<file path="src/rtl/uart_program_loader_if.sv">
// Byte stream from the UART receiver and the word write port into instruction memory.
// The loader uses the master view; the UART/memory side uses the slave view.
interface uart_program_loader_if #(
  parameter int DATA_WIDTH = 32,
  parameter int ADDR_WIDTH = 10
);
  logic                  rx_valid;
  logic [7:0]            rx_byte;
  logic                  mem_we;
  logic [ADDR_WIDTH-1:0] mem_addr;
  logic [DATA_WIDTH-1:0] mem_wdata;

  modport master (
    input  rx_valid,
    input  rx_byte,
    output mem_we,
    output mem_addr,
    output mem_wdata
  );

  modport slave (
    output rx_valid,
    output rx_byte,
    input  mem_we,
    input  mem_addr,
    input  mem_wdata
  );
endinterface

</file>
<file path="src/rtl/uart_program_loader.sv">
// UART boot loader: length header, word assembly, checksum and idle timeout.
// The CPU is held while a load runs, and also afterwards if the load failed.
module uart_program_loader #(
  parameter int DATA_WIDTH     = 32,
  parameter int ADDR_WIDTH     = 10,
  parameter bit LITTLE_ENDIAN  = 1'b1,
  parameter int TIMEOUT_CYCLES = 1000000
) (
  input  logic                  clk,
  input  logic                  rst,
  input  logic                  flash,
  uart_program_loader_if.master bus,
  output logic                  cpu_hold,
  output logic                  busy,
  output logic                  done,
  output logic                  error,
  output logic [ADDR_WIDTH:0]   word_count
);
  localparam int BPW = DATA_WIDTH / 8;
  localparam int BW  = (BPW > 1) ? $clog2(BPW) : 1;
  localparam int TW  = $clog2(TIMEOUT_CYCLES + 1);
  localparam logic [BW-1:0]     LAST_BYTE = BW'(BPW - 1);
  localparam logic [TW-1:0]     TMO_LAST  = TW'(TIMEOUT_CYCLES - 1);
  localparam logic [31:0]       CAPACITY  = 32'd1 << ADDR_WIDTH;
  localparam logic [ADDR_WIDTH:0] WC_ONE  = {{ADDR_WIDTH{1'b0}}, 1'b1};

  typedef enum logic [2:0] {
    IDLE    = 3'd0,
    LEN_LO  = 3'd1,
    LEN_HI  = 3'd2,
    PAYLOAD = 3'd3,
    CHECK   = 3'd4,
    DONE    = 3'd5,
    ERROR   = 3'd6
  } state_t;

  state_t                state_r;
  logic                  flash_q_r;
  logic [7:0]            len_lo_r;
  logic [15:0]           n_len_r;
  logic [DATA_WIDTH-1:0] word_r;
  logic [BW-1:0]         byte_cnt_r;
  logic [7:0]            csum_r;
  logic [TW-1:0]         tmo_r;
  logic                  mem_we_r;
  logic [ADDR_WIDTH-1:0] mem_addr_r;
  logic [DATA_WIDTH-1:0] mem_wdata_r;
  logic                  cpu_hold_r;
  logic                  busy_r;
  logic                  done_r;
  logic                  error_r;
  logic [ADDR_WIDTH:0]   word_count_r;
  logic [DATA_WIDTH-1:0] word_next_s;
  logic [15:0]           n_len_s;

  // Shift one byte into the word; little-endian fills from the bottom byte upwards.
  function automatic logic [DATA_WIDTH-1:0] shift_in(input logic [DATA_WIDTH-1:0] w,
                                                     input logic [7:0] b);
    if (LITTLE_ENDIAN) begin
      shift_in = (w >> 8) | (DATA_WIDTH'(b) << (DATA_WIDTH - 8));
    end else begin
      shift_in = (w << 8) | DATA_WIDTH'(b);
    end
  endfunction

  function automatic logic [7:0] csum_add(input logic [7:0] sum, input logic [7:0] b);
    csum_add = sum + b;
  endfunction

  // Word including the byte currently on the bus, and the full header count.
  always_comb begin
    word_next_s = shift_in(word_r, bus.rx_byte);
    n_len_s     = {bus.rx_byte, len_lo_r};
  end

  // Loader state machine with registered outputs.
  always_ff @(posedge clk or negedge rst) begin
    if (!rst) begin
      state_r      <= IDLE;
      flash_q_r    <= 1'b0;
      len_lo_r     <= 8'd0;
      n_len_r      <= 16'd0;
      word_r       <= '0;
      byte_cnt_r   <= '0;
      csum_r       <= 8'd0;
      tmo_r        <= '0;
      mem_we_r     <= 1'b0;
      mem_addr_r   <= '0;
      mem_wdata_r  <= '0;
      cpu_hold_r   <= 1'b0;
      busy_r       <= 1'b0;
      done_r       <= 1'b0;
      error_r      <= 1'b0;
      word_count_r <= '0;
    end else begin
      flash_q_r <= flash;
      mem_we_r  <= 1'b0;
      done_r    <= 1'b0;
      case (state_r)
        IDLE: begin
          if (flash && !flash_q_r) begin
            state_r      <= LEN_LO;
            busy_r       <= 1'b1;
            cpu_hold_r   <= 1'b1;
            error_r      <= 1'b0;
            word_count_r <= '0;
            csum_r       <= 8'd0;
            byte_cnt_r   <= '0;
            tmo_r        <= '0;
            word_r       <= '0;
          end else begin
            state_r <= IDLE;
          end
        end
        LEN_LO, LEN_HI, PAYLOAD, CHECK: begin
          if (bus.rx_valid) begin
            tmo_r <= '0;
            case (state_r)
              LEN_LO: begin
                len_lo_r <= bus.rx_byte;
                state_r  <= LEN_HI;
              end
              LEN_HI: begin
                n_len_r <= n_len_s;
                if (32'(n_len_s) > CAPACITY) begin
                  state_r <= ERROR;
                  error_r <= 1'b1;
                end else if (n_len_s == 16'd0) begin
                  state_r <= CHECK;
                end else begin
                  state_r <= PAYLOAD;
                end
              end
              PAYLOAD: begin
                csum_r <= csum_add(csum_r, bus.rx_byte);
                word_r <= word_next_s;
                if (byte_cnt_r == LAST_BYTE) begin
                  // Word complete: the write goes out next cycle at the pre-increment address.
                  byte_cnt_r   <= '0;
                  mem_we_r     <= 1'b1;
                  mem_addr_r   <= word_count_r[ADDR_WIDTH-1:0];
                  mem_wdata_r  <= word_next_s;
                  word_count_r <= word_count_r + WC_ONE;
                  if (32'(word_count_r) + 32'd1 == 32'(n_len_r)) begin
                    state_r <= CHECK;
                  end else begin
                    state_r <= PAYLOAD;
                  end
                end else begin
                  byte_cnt_r <= byte_cnt_r + BW'(1);
                end
              end
              default: begin
                if (bus.rx_byte == csum_r) begin
                  state_r <= DONE;
                  done_r  <= 1'b1;
                end else begin
                  state_r <= ERROR;
                  error_r <= 1'b1;
                end
              end
            endcase
          end else if (tmo_r == TMO_LAST) begin
            state_r <= ERROR;
            error_r <= 1'b1;
          end else begin
            tmo_r <= tmo_r + TW'(1);
          end
        end
        DONE: begin
          state_r    <= IDLE;
          busy_r     <= 1'b0;
          cpu_hold_r <= 1'b0;
        end
        ERROR: begin
          state_r <= IDLE;
          busy_r  <= 1'b0;
        end
        default: begin
          // An illegal encoding is treated as a failed load so the CPU stays held.
          state_r    <= IDLE;
          busy_r     <= 1'b0;
          error_r    <= 1'b1;
          cpu_hold_r <= 1'b1;
        end
      endcase
    end
  end

  assign bus.mem_we    = mem_we_r;
  assign bus.mem_addr  = mem_addr_r;
  assign bus.mem_wdata = mem_wdata_r;
  assign cpu_hold      = cpu_hold_r;
  assign busy          = busy_r;
  assign done          = done_r;
  assign error         = error_r;
  assign word_count    = word_count_r;
endmodule

</file>
<file path="src/flat_wrapper.sv">
// flat-port wrapper written by rule: the top's interface ports become plain ports
module uart_program_loader_flat 
#(
  parameter int DATA_WIDTH     = 32,
  parameter int ADDR_WIDTH     = 10,
  parameter bit LITTLE_ENDIAN  = 1'b1,
  parameter int TIMEOUT_CYCLES = 1000000
)
  (clk, rst, flash, cpu_hold, busy, done, error, word_count, bus_rx_valid, bus_rx_byte, bus_mem_we, bus_mem_addr, bus_mem_wdata);
  uart_program_loader_if #(.DATA_WIDTH(DATA_WIDTH), .ADDR_WIDTH(ADDR_WIDTH)) bus_i ();
  input  logic clk;
  input  logic rst;
  input  logic flash;
  output logic cpu_hold;
  output logic busy;
  output logic done;
  output logic error;
  output logic [ADDR_WIDTH:0] word_count;
  input wire logic [$bits(bus_i.rx_valid)-1:0] bus_rx_valid;
  input wire logic [$bits(bus_i.rx_byte)-1:0] bus_rx_byte;
  output wire logic [$bits(bus_i.mem_we)-1:0] bus_mem_we;
  output wire logic [$bits(bus_i.mem_addr)-1:0] bus_mem_addr;
  output wire logic [$bits(bus_i.mem_wdata)-1:0] bus_mem_wdata;
  assign bus_i.rx_valid = bus_rx_valid;
  assign bus_i.rx_byte = bus_rx_byte;
  assign bus_mem_we = bus_i.mem_we;
  assign bus_mem_addr = bus_i.mem_addr;
  assign bus_mem_wdata = bus_i.mem_wdata;
  uart_program_loader #(.DATA_WIDTH(DATA_WIDTH), .ADDR_WIDTH(ADDR_WIDTH), .LITTLE_ENDIAN(LITTLE_ENDIAN), .TIMEOUT_CYCLES(TIMEOUT_CYCLES)) u_core (.clk(clk), .rst(rst), .flash(flash), .bus(bus_i), .cpu_hold(cpu_hold), .busy(busy), .done(done), .error(error), .word_count(word_count));
endmodule
</file>
<file path="config.mk">
export PLATFORM = sky130hd
export DESIGN_NAME = uart_program_loader_flat
export DESIGN_NICKNAME = d
export VERILOG_FILES = /design/src/rtl/uart_program_loader_if.sv /design/src/rtl/uart_program_loader.sv /design/src/flat_wrapper.sv
export SDC_FILE = /design/constraint.sdc
export NUM_CORES = 1
export LEC_CHECK = 0
export CORE_MARGIN = 2
export CORE_UTILIZATION = 50
export CTS_BUF_LIST = sky130_fd_sc_hd__clkbuf_4
export CTS_CLUSTER_SIZE = 10
export DETAILED_ROUTE_END_ITERATION = 10
export GPL_ROUTABILITY_DRIVEN = 0
export GPL_TIMING_DRIVEN = 1
export MAX_ROUTING_LAYER = met4
export PLACE_DENSITY = 0.75
export SLEW_MARGIN = 20
export SYNTH_ARGS = -nofsm -noshare
export SYNTH_HDL_FRONTEND = slang
export SYNTH_SLANG_ARGS = --single-unit
</file>
<file path="constraint.sdc">
create_clock -name clk -period 2.1 [get_ports clk]
set_clock_uncertainty 0.1 [all_clocks]
set_input_delay 0.42 -clock clk [delete_from_list [all_inputs] [get_ports clk]]
set_output_delay 0.42 -clock clk [all_outputs]
set_load 0.02 [all_outputs]
</file>
==> results.cfg, run 1 <==
[synthesis]
synth_area_um2 = 6600
async_reset_ff_share_pct = 100
netlist.area_leader.share_pct = 53.1
synth_area_leaders = dfrtp_1 53%, nand2_1 9.0%, mux2_2 3.9%
ys.flop_type = dfrtp_1
yosys_warnings = 0
ys_seq_area_share_pct = 53.1
avgSynthCellArea_um2 = 9.92
yosysTopAreaCell = dfrtp_1
synth_cells = 665
ys_types = 58
synth_seq_cells = 140
synth_edf_count = 0
syn_nets = 688

[timing]
fin_ws_ps = -263
hold_viol = 0
rsz0062_at_grt = yes
fin_setup_tns_ps = -4660
worst_pin_slew_ps = 539
max_slew_margin_pct = 64.0
finalMaxSlewViolations = 0
fmax_mhz = 423
period_share_pct = 113
period_minus_slack_ps = 2360
setup_viol = 24

[detailed_routing]
wire_per_inst_um = 17.1
drt-pass1-iter-count = 5
wirelength_um = 17300
via_per_inst = 5.71
drc = 0
first_iter_violations = 436
antenna_left = 0
via_count = 5783

[layout]
utilization_pct = 68.8
nFillCells = 909
seq_area_um2 = 3510
finalInstanceArea_um2 = 8780
drive_gt1_share_pct = 25.0
nNetsFinal = 852
multi_input_area_um2 = 3060
area_delta_synth_final_pct = 33.2
antennaDiodeCount = 0

[clock_tree]
clk_latency_ps = 550
root_buffer = clkbuf_4
h-tree-depth = 4
cts_inserted_buffers = 17
tritoncts = yes
cts_buffer_depth = 2
clk_pin_slew_ps = 110
cts.sinks = 140

[floorplanning]
coreArea_um2 = 12800
die_w_um = 119
die_y_um = 119
num_rows = 41
start_util_pct = 51.7
dieArea_um2 = 14100
pin_count = 70

[run_status]
outcome = finished with violations
violations = setup timing

[critical_path]
cp-start-kind = register
cp_top_family = simple AND/OR/NAND/NOR gates
worstPathCellList = or4b_4 > nor4_4 > a31oi_4 > buf_4 > o21ai_1 > xor2_1 > nor2_1
worstPathArrival_ps = 2700
worst-path-buf-inv = 1
critPathMaxFanout = 6
path_class = register to register
slowest_delay_ps = 540
cp_slowest_cell = or4b_4
cp-end-kind = register
required_ps = 2440

[placed_design]
port-buffer-count = 69
dp_hpwl_um = 11800
place_ws_ps = -598
post_dp_cell_area_um2 = 8230

[grt]
grt_start_max_net_pins = 51
globalRouteOverflowTotal = 0
antenna_found_initial = 0
grtUsageTotal_pct = 25.9
grt.met3_usage_pct = 4.69
grt_pass1_vias = 5840
busiest_layer = met2
grt_first_pass_wirelength_um = 28300
grt_use_met2_pct = 41.0
globalRouteMet1Util_pct = 32.2

[min_path]
hp-class = input port to async pin

[job]
drv_cap = 0

[pwr]
p_leak_uw = 0.00467
peakVddDrop_mv = 0.597
p_per_area_nw_per_um2 = 1110
power_uw = 9760
[layer usage]
metal	wire [µm]	vias to the layer above
met5	0	-
met4	589	0
met3	831	48
met2	8580	227
met1	7280	2862
li1	-	2646
[cell type report]
| cell class | count | share of cell area (%) |
|---|---|---|
| Timing Repair Buffer | 181 | 19.0 |
| Clock buffer | 18 | 1.54 |
| Tap cell | 172 | 2.45 |
| Inverter | 13 | 0.555 |
| Clock inverter | 12 | 1.69 |
| Multi-Input combinational cell | 476 | 34.8 |
| Sequential cell | 140 | 40.0 |
[logic make-up after synthesis]
family	Yosys count	share of synthesized area (%)
flops	140	53.1
fa+ha+maj	11	2.20
xor+xnor	32	4.25
compound gates	139	14.4
buf+inv	49	3.13
mux	24	4.08
simple gates	270	18.9
[through the flow]
stage	hold WS, ps	cells
CTS	234	1008
floorplan	24.4	665
detailed placement	273	971
finish	259	1012
global placement	272	971
global route	244	1012
[cell usage after synthesis (all sizes together), types with 11 or more instances]
| library cell | instances |
|---|---|
| o21ai | 51 |
| a22o | 27 |
| a21oi | 14 |
| inv | 13 |
| nor3 | 11 |
| mux2 | 23 |
| clkbuf | 25 |
| and3 | 11 |
| nor2 | 41 |
| buf | 11 |
| nand2 | 158 |
| dfrtp | 140 |
| nand3 | 11 |
| xor2 | 22 |
[power breakdown]
part           switching, µW  internal, µW
Clock                    984           819
Combinational           2030          1940
Sequential               581          3420
Total                   3590          6170
[sequential cells by signal, summed over array words and instances (netlist names), 2 cells and up]
| register | count |
|---|---|
| u_core.bus.mem_addr | 10 |
| u_core.state_r | 3 |
| u_core.bus.mem_wdata | 32 |
| u_core.csum_r | 8 |
| u_core.byte_cnt_r | 2 |
| u_core.n_len_r | 16 |
| u_core.len_lo_r | 8 |
| u_core.word_count | 11 |
| u_core.tmo_r | 20 |
| u_core.word_r | 24 |
[worst paths after layout]
path	from	endpoint	slack, ps	cells past startpoint
min	rst	u_core.word_count[0]$_DFFE_PN0P_	260	2
max in group asynchronous	rst	u_core.tmo_r[12]$_DFFE_PN0P_	960	3
min reg2reg	u_core.bus.mem_addr[3]$_DFFE_PN0P_	u_core.bus.mem_addr[3]$_DFFE_PN0P_	380	2
max reg2reg	u_core.tmo_r[13]$_DFFE_PN0P_	u_core.tmo_r[3]$_DFFE_PN0P_	-260	7
min in group clk	flash	u_core.flash_q_r$_DFF_PN0_	270	1
max	u_core.tmo_r[13]$_DFFE_PN0P_	u_core.tmo_r[3]$_DFFE_PN0P_	-260	7
[timing repair]
item                                   CTS  global route
setup endpoints to repair               45            60
gates cloned                             0             0
setup buffers                            7             4
gates resized for setup                 44            35
endpoints found under the hold margin   40             0
pin swaps                               16            12
hold buffers                             1             0
[placed cells by master (no fill, tap or decap), types with 5 or more instances in the layout]
cell type and count:
clkbuf_4 18, dlymetal6s2s_1 26, buf_4 99, dfrtp_1 131, o21ai_0 33, dlygate4sd2_1 19
clkdlybuf4s50_1 22, nand3_1 10, and4_1 6, nand2_1 156, o31ai_1 7, inv_1 13
o21ai_2 6, nor2_1 37, a22o_1 27, buf_6 8, and3_1 11, dfrtp_2 9
a21oi_1 12, nor3_1 9, buf_12 5, xnor2_1 10, xor2_1 22, ha_1 9
o21ai_1 12, mux2_2 23, nor4_1 5
Power figures use the tool's default switching activity.
==> inputs of run 2 (changes only) <==
--- a/config.mk
+++ b/config.mk
@@ -5,6 +5,8 @@
 export SDC_FILE = /design/constraint.sdc
 export NUM_CORES = 1
 export LEC_CHECK = 0
+export ABC_AREA = 1
+export CAP_MARGIN = 10
 export CORE_MARGIN = 2
 export CORE_UTILIZATION = 50
 export CTS_BUF_LIST = sky130_fd_sc_hd__clkbuf_4
@@ -13,7 +15,7 @@
 export GPL_ROUTABILITY_DRIVEN = 0
 export GPL_TIMING_DRIVEN = 1
 export MAX_ROUTING_LAYER = met4
-export PLACE_DENSITY = 0.75
+export PLACE_DENSITY = 0.74
 export SLEW_MARGIN = 20
 export SYNTH_ARGS = -nofsm -noshare
 export SYNTH_HDL_FRONTEND = slang
==> results.cfg, run 2 <==
[pwr]
pwr-share-comb_pct = 41.1
netSwitchingPower_uw = 3780
p_per_area_nw_per_um2 = 1140
intPower_uw = 6010
switching_share_pct = 38.6
peakVddDrop_mv = 0.859
pwr-share-clk_pct = 19.6
p_leak_uw = 0.00441
power_uw = 9790
pwr-share-seq_pct = 39.3

[layout]
final_cell_mix = 177 x nand2_1, 138 x dfrtp_1, 107 x inv_1, 65 x buf_4, 52 x nor2_1
area_delta_synth_final_pct = 28.1
drive_gt1_share_pct = 16.5
nFillCells = 1056
finalInstanceArea_um2 = 8610
largest_register_ffs = 32
antennaDiodeCount = 0
fin_cells = 1114
layout_commonest_cell = nand2_1
seq_area_um2 = 3510
multi_input_area_um2 = 2740
nNetsFinal = 949

[synthesis]
avgSynthCellArea_um2 = 8.53
synth_commonest_cells = 180 x nand2_1, 140 x dfrtp_1, 107 x inv_1, 55 x nor2_1, 49 x o21ai_0
ys_seq_area_share_pct = 52.1
synth_area_um2 = 6720
ys.flop_type = dfrtp_1
netlist.area_leader.share_pct = 52.1
yosysTopAreaCell = dfrtp_1
synth_cells = 788
synth_edf_count = 0
synth_seq_cells = 140
yosysMostFrequentCell = nand2_1
ys_types = 44
synth_area_leaders = dfrtp_1 52%, nand2_1 10%, inv_1 6.0%
yosys_warnings = 0
syn_nets = 811
async_reset_ff_share_pct = 100

[run_status]
outcome = finished clean

[timing]
period_share_pct = 96.4
fmax_mhz = 494
setup_viol = 0
whs_ps = 228
rsz0062_at_grt = yes
finalMaxSlewViolations = 0
period_minus_slack_ps = 2020
max_slew_margin_pct = 71.8
hold_viol = 0
worst_pin_slew_ps = 421

[critical_path]
worstPathArrival_ps = 2360
critPathMaxFanout = 24
path_class = register to register
cp-start-kind = register
rr_startpoint = u_core.state_r[0]$_DFFE_PN0P_
cp_top_family = buffers and inverters
worstPathCellList = nor2_2 > inv_2 > nor2_2 > nor2_4 > nor2_1 > buf_4 > nor2_4 > inv_2 > buf_12 > nor2_4 > o21bai_1
cp_slowest_cell = dfrtp_1
cp_common_cell = nor2_4
slowest_delay_ps = 480
cp-end-kind = register
r2r_end = u_core.word_count[0]$_DFFE_PN0P_
rr_worst_depth = 11
worst-path-buf-inv = 4
required_ps = 2440
r2r_slack_ps = 80

[placed_design]
place_inst = 1078
port-buffer-count = 69
dp_hpwl_um = 11100
post_dp_cell_area_um2 = 8050

[clock_tree]
root_buffer = clkbuf_4
cts_buffer_depth = 2
clk_pin_slew_ps = 120
tritoncts = yes
h-tree-depth = 4
cts.sinks = 140
clk_latency_ps = 550
cts_inserted_buffers = 17

[grt]
grt_first_pass_wirelength_um = 25400
grt.met3_usage_pct = 4.90
grt_use_met2_pct = 35.8
busiest_layer = met2
grtUsageTotal_pct = 23.2
grt_pass1_vias = 5231
globalRouteMet1Util_pct = 30.6
globalRouteOverflowTotal = 0
antenna_found_initial = 0
grt_start_max_net_pins = 53

[detailed_routing]
via_count = 5706
antenna_left = 0
first_iter_violations = 428
via_per_inst = 5.12
wirelength_um = 15700
wire_per_inst_um = 14.1
drc = 0
drt-pass1-iter-count = 6

[job]
drv_cap = 0

[floorplanning]
dieArea_um2 = 14400
start_util_pct = 51.0
num_rows = 42
pin_count = 70
coreArea_um2 = 13200
die_y_um = 120
die_w_um = 120

[min_path]
hp-class = input port to register
min_path_cells = 1
hp-start = flash
whs_endpoint = u_core.flash_q_r$_DFF_PN0_
-- run 2: what timing repair did --
action / CTS / global route
resized for setup: 19 / 67
hold endpoints to repair: 42 / 0
hold buffers: 1 / 0
setup endpoints to repair: 19 / 46
setup buffers: 0 / 2
cloned: 0 / 2
pin swaps: 0 / 8
-- run 2: cell type report --
type | count | area share (%)
Tap cell | 176 | 2.56
Sequential cell | 140 | 40.7
Clock buffer | 19 | 1.66
Multi-Input combinational cell | 508 | 31.9
Clock inverter | 12 | 2.00
Inverter | 118 | 5.26
Timing Repair Buffer | 141 | 16.0
-- run 2: power by group through the flow --
| stage | combinational [µW] | clock (µW) | sequential [µW] |
|---|---|---|---|
| after floorplan | 1930 | 0 | 4360 |
| after global placement | 4050 | 0 | 3890 |
| after detailed placement | 4110 | 0 | 3920 |
| after CTS | 4080 | 1960 | 3860 |
| after global routing | 4420 | 2110 | 3940 |
| final | 4030 | 1920 | 3840 |
-- run 2: logic make-up after synthesis --
logic type               count (synthesis)  share of synthesized area (%)
AO/OA/AOI/OAI                          160                           13.2
buffers and inverters                  141                           8.80
adder cells (fa/ha/maj)                 11                           2.16
flip-flops                             140                           52.1
XOR/XNOR                                 8                           1.04
AND/OR/NAND/NOR                        328                           22.7
-- run 2: worst max path at each step --
stage,from,to,slack (ps),cells past startpoint
3_5_place_dp,bus_rx_byte[3],u_core.error$_DFFE_PN0P_,-510,8
5_1_grt,u_core.word_count[1]$_DFFE_PN0P_,u_core.state_r[0]$_DFFE_PN0P_,-110,16
6_report,u_core.state_r[0]$_DFFE_PN0P_,u_core.word_count[0]$_DFFE_PN0P_,80,11
2_1_floorplan,u_core.word_count[0]$_DFFE_PN0P_,u_core.state_r[0]$_DFFE_PN0P_,80,16
4_1_cts,u_core.bus.mem_wdata[8]$_DFFE_PN0P_,bus_mem_wdata[8],0.9,1
3_3_place_gp,bus_rx_byte[3],u_core.error$_DFFE_PN0P_,-460,8
-- run 2: through the flow --
step	util (%)	TNS (ps)	setup WS, ps
2_1_floorplan	-	0	81.4
3_3_place_gp	61.1	-7330	-461
3_5_place_dp	61.1	-8830	-511
4_1_cts	63.3	0	0.853
5_1_grt	65.3	-278	-115
6_report	65.3	0	75.4
-- run 2: per-layer routing --
metal | vias to the layer above | part of all wire [%]
li1 | 2857 | -
met5 | - | 0
met1 | 2689 | 45
met2 | 135 | 49
met3 | 25 | 4.3
met4 | 0 | 1.8
